### src/rtl/imm_extend_queue.sv
`default_nettype none
// ============================================================================
// Module      : imm_extend_queue
// Description : Immediate extender (sign / zero / upper / scaled branch)
//               feeding a DEPTH-entry valid/ready output FIFO.
// Revision    : 1.0 - initial release
// ============================================================================
module imm_extend_queue #(
    parameter int IN_W  = 16,
    parameter int OUT_W = 32,
    parameter int SHIFT = 2,
    parameter int DEPTH = 4
) (
    input  logic                       clk,
    input  logic                       rst_n,
    input  logic                       flush,
    input  logic                       in_valid,
    output logic                       in_ready,
    input  logic [IN_W-1:0]            in_value,
    input  logic [1:0]                 in_mode,
    output logic                       out_valid,
    input  logic                       out_ready,
    output logic [OUT_W-1:0]           out_value,
    output logic [1:0]                 out_mode,
    output logic [$clog2(DEPTH):0]     count
);

    localparam int AW = $clog2(DEPTH);
    localparam int CW = AW + 1;

    localparam logic [1:0] MODE_SIGN   = 2'b00;
    localparam logic [1:0] MODE_ZERO   = 2'b01;
    localparam logic [1:0] MODE_UPPER  = 2'b10;
    localparam logic [1:0] MODE_BRANCH = 2'b11;

    logic [OUT_W-1:0] mem      [DEPTH];
    logic [1:0]       mode_mem [DEPTH];

    logic [AW-1:0]    wr_ptr;
    logic [AW-1:0]    rd_ptr;
    logic [CW-1:0]    count_r;

    logic [OUT_W-1:0] sext;
    logic [OUT_W-1:0] zext;
    logic [OUT_W-1:0] upper;
    logic [OUT_W-1:0] ext;
    logic             push;
    logic             pop;

    // Ready depends on rst_n directly so the source sees backpressure during reset
    assign in_ready  = rst_n && (count_r < CW'(DEPTH));
    assign out_valid = (count_r != '0);
    assign push      = in_valid && in_ready;
    assign pop       = out_valid && out_ready;
    assign count     = count_r;

    // Head entry is masked to zero whenever the queue is empty
    assign out_value = out_valid ? mem[rd_ptr]      : '0;
    assign out_mode  = out_valid ? mode_mem[rd_ptr] : '0;

    // Build every extension variant and select by mode
    always_comb begin
        sext                 = {OUT_W{in_value[IN_W-1]}};
        sext[IN_W-1:0]       = in_value;
        zext                 = '0;
        zext[IN_W-1:0]       = in_value;
        upper                = '0;
        upper[OUT_W-1 -: IN_W] = in_value;
        ext                  = sext;
        case (in_mode)
            MODE_SIGN:   ext = sext;
            MODE_ZERO:   ext = zext;
            MODE_UPPER:  ext = upper;
            MODE_BRANCH: ext = sext << SHIFT;
            default:     ext = sext;
        endcase
    end

    // Entry storage; contents are don't-care until the pointers make them visible
    always_ff @(posedge clk) begin
        if (push && !flush) begin
            mem[wr_ptr]      <= ext;
            mode_mem[wr_ptr] <= in_mode;
        end
    end

    // Pointer and occupancy tracking; flush overrides any push or pop
    always_ff @(posedge clk or negedge rst_n) begin
        if (!rst_n) begin
            wr_ptr  <= '0;
            rd_ptr  <= '0;
            count_r <= '0;
        end else if (flush) begin
            wr_ptr  <= '0;
            rd_ptr  <= '0;
            count_r <= '0;
        end else begin
            if (push) begin
                wr_ptr <= wr_ptr + AW'(1);
            end
            if (pop) begin
                rd_ptr <= rd_ptr + AW'(1);
            end
            case ({push, pop})
                2'b10:   count_r <= count_r + CW'(1);
                2'b01:   count_r <= count_r - CW'(1);
                default: count_r <= count_r;
            endcase
        end
    end

endmodule
`default_nettype wire

### config.mk
export PLATFORM = sky130hd
export DESIGN_NAME = imm_extend_queue
export DESIGN_NICKNAME = d
export VERILOG_FILES = /design/src/rtl/imm_extend_queue.sv
export SDC_FILE = /design/constraint.sdc
export NUM_CORES = 1
export LEC_CHECK = 0
export CORE_UTILIZATION = 40
export DETAILED_ROUTE_END_ITERATION = 6
export PLACE_DENSITY_LB_ADDON = 0.08
export SLEW_MARGIN = 20
export SYNTH_ARGS = -nofsm -noshare
export SYNTH_HDL_FRONTEND = slang
export SYNTH_SLANG_ARGS = --single-unit
### constraint.sdc
create_clock -name clk -period 2.5 [get_ports clk]
set_input_delay 0.375 -clock clk [delete_from_list [all_inputs] [get_ports clk]]
set_output_delay 0.375 -clock clk [all_outputs]
set_load 0.01 [all_outputs]
==> results.yml <==
sta:
  fin_crit_sh: 0.967
  fin_skew_ns: 0.00450
  drv_slew: 0
  fmax_mhz: 414
  period_minus_slack_ns: 2.42
  worst_slack_ns: 0.0834
  hold_slack_ns: 0.277
  fin_tns_setup_ns: 0
  slew_headroom: 0.627
  worst_slew_pin_slew_ns: 0.553
  rsz0062_at_grt: "no"
  final_hold_viol_count: 0
  final-setup-viol-count: 0
critical_path:
  start_kind: "flip-flop"
  cp_slowest_cell: "mux4_2"
  cp-end-kind: "output port"
  reg2reg_depth: 5
  cpPeakStageDelay_ns: 0.54
  cp_max_fo: 16
  cp.arrival_ns: 2.04
  cp_data_required_time_ns: 2.12
  critical_path_class: "reg -> out"
  r2r_start: "count[1]"
  critPathLaunch: "rd_ptr[0]"
  cp_cell_sequence: "buf_12, mux4_2, and2_1, dlygate4sd2_1"
power_and_ir_drop:
  peakVddDrop_uv: 611
  power_density_mw_per_mm2: 995
  leakagePower_uw: 0.00266
logic_synthesis:
  ys_ff_latch: 143
  synth_area_mm2: 0.00597
  avgSynthCellArea_um2: 18.5
  synthesis.nets: 351
  synth_cell_types: 30
  synth_cells: 323
  yosys_warnings: 0
  synthTopCellsByArea: "edfxtp_1 68%, mux4_2 13%, and2_1 4.2%"
  yosys.area.top_type_share: 0.684
  synth_edf_count: 136
  synth_area_leader_cell: "edfxtp_1"
  synth_common_cells: "136 x edfxtp_1, 40 x and2_1, 34 x mux4_2"
  synth_most_common_cell: "edfxtp_1"
  synth_ff_type: "edfxtp_1"
  synth-async-reset-ratio: 0.0490
  synth_seq_area_share: 0.713
floorplanning:
  start_util: 0.411
  io_pins: 62
  core_area_mm2: 0.0145
  die_h_um: 124
  rows: 44
  die_w_um: 124
  die_area_mm2: 0.0154
place:
  place.gp.congestion: 0.765
  post-place-ws_ns: 0.294
  dpl.hpwl_mm: 7.71
  io_buffers: 61
cts:
  cts_made_buffers: 17
  cts_tree: "done"
  clock_latency_ns: 0.41
  clk_path_buf_depth: 2
  cts_sinks: 143
  cts-root-buf: "clkbuf_16"
  cts_htree_levels: 4
  clkTransAtPathRegs_ns: 0.06
run_status:
  status: "finished clean"
global_route:
  grt_pass1_wl_mm: 18.7
  grtUsageTotal: 0.175
  antenna_found_initial: 0
  grt_max_degree: 38
  grt_pass1_vias: 3180
  grt-ovfl-total: 0
route:
  via_count: 3170
  wl_met3_um: 403
  drt-initial-drc-count: 259
  wl_per_cell_um: 20.1
  route.detailed.drc: 0
  via_per_inst: 5.24
  wl_met2_mm: 5.95
  ant_nets: 0
  top_layer_used: "met4"
  drt_wl_total_mm: 12.1
  wl_met1_mm: 5.62
  first_pass_iters: 5
final_layout:
  layout-drive-gt1-share: 0.223
  final.fill_count: 1242
  antenna_cells: 0
  nets: 436
  fin_util: 0.518
  area_growth_syn_to_layout_pct: 26.2
worst_hold_path:
  hold_path_class: "in -> async"
run:
  max_cap_violations: 0
kinds of logic (layout without fill, tap and decap cells):
family / count (synthesis) / in the layout / synth area share
AO/OA/AOI/OAI: 46 / 46 / 0.0497
multiplexers: 39 / 39 / 0.137
buffers and inverters: 25 / 123 / 0.0220
AND/OR/NAND/NOR: 61 / 61 / 0.0606
flip-flops: 143 / 143 / 0.713
adder cells (fa/ha/maj): 5 / 5 / 0.0117
XOR/XNOR: 4 / 4 / 0.00587
cells in the final DEF, fill, tap and decap left out, types with 2 or more instances in the layout:
cell type / n
nor2_1: 10
a22o_1: 13
nand3_1: 2
a21oi_1: 13
buf_12: 8
o21ai_0: 11
o21ai_1: 5
xor2_1: 3
clkinv_1: 3
dfrtp_1: 6
mux4_2: 34
nor2b_1: 4
mux2i_1: 4
a21oi_2: 2
clkbuf_16: 17
inv_1: 3
bufinv_16: 3
clkinv_2: 5
ha_1: 4
clkinvlp_4: 3
edfxtp_1: 136
and2_1: 40
buf_4: 15
nand2_1: 2
inv_2: 2
clkdlybuf4s50_1: 27
dlygate4sd2_1: 34
registers in the layout (all words and copies together), names as in the netlist:
signal / cells
mem: 128
mode_mem: 8
rd_ptr: 2
wr_ptr: 2
count: 3
worst max-delay path: cells and delay by family (launching register included):
kind / cells / cell delay (ns)
multiplexers: 1 / 0.54
AND/OR/NAND/NOR: 1 / 0.18
flip-flops: 1 / 0.42
buffers and inverters: 2 / 0.48
metal layers:
layer  track usage  up-vias
met5             0        -
met4        0.0625        0
met3        0.0394       12
met2         0.274       73
met1         0.242     1637
li1              -     1448
through the flow:
step | total power, uW | instance area, um2 | cells
5_1_grt | 7880 | 7530 | 605
3_3_place_gp | 5360 | 6970 | 571
4_1_cts | 7610 | 7530 | 605
3_5_place_dp | 5370 | 6970 | 571
6_report | 7490 | 7530 | 605
2_1_floorplan | 4230 | 5970 | 323
final timing paths:
kind / to / slack [ns]
worst min-delay path: wr_ptr[0] / 0.28
worst max-delay path: out_value[20] / 0.08
min in group clk: wr_ptr[1] / 0.60
worst max register to register: count[2] / 0.55
max in group asynchronous: rd_ptr[0] / 2.07
worst min register to register: wr_ptr[1] / 0.60
layout make-up:
type	count	area, um2	share of cell area
timing repair buffer	86	867	0.115
clock inverter	14	149	0.0198
multi-input combinational	155	1580	0.210
sequential	143	4260	0.565
clock buffer	18	429	0.0570
inverter	5	18.8	0.00249
tap	184	230	0.0306
power breakdown:
part / internal (uW) / leakage, uW / switching, uW / total, uW
registers: 2750 / 0.00133 / 71.4 / 2820
clock network: 1540 / 0.000278 / 891 / 2440
logic: 1180 / 0.00104 / 1070 / 2240
total: 5470 / 0.00266 / 2030 / 7490
what timing repair did:
| action | CTS | global route |
|---|---|---|
| gates resized for setup | 37 | 0 |
| hold buffers | 0 | 0 |
| endpoints found under the hold margin | 0 | 0 |
| setup endpoints to repair | 34 | 0 |
| buffers inserted | 2 | 0 |
Note: power is estimated with default switching activity, not from simulation.
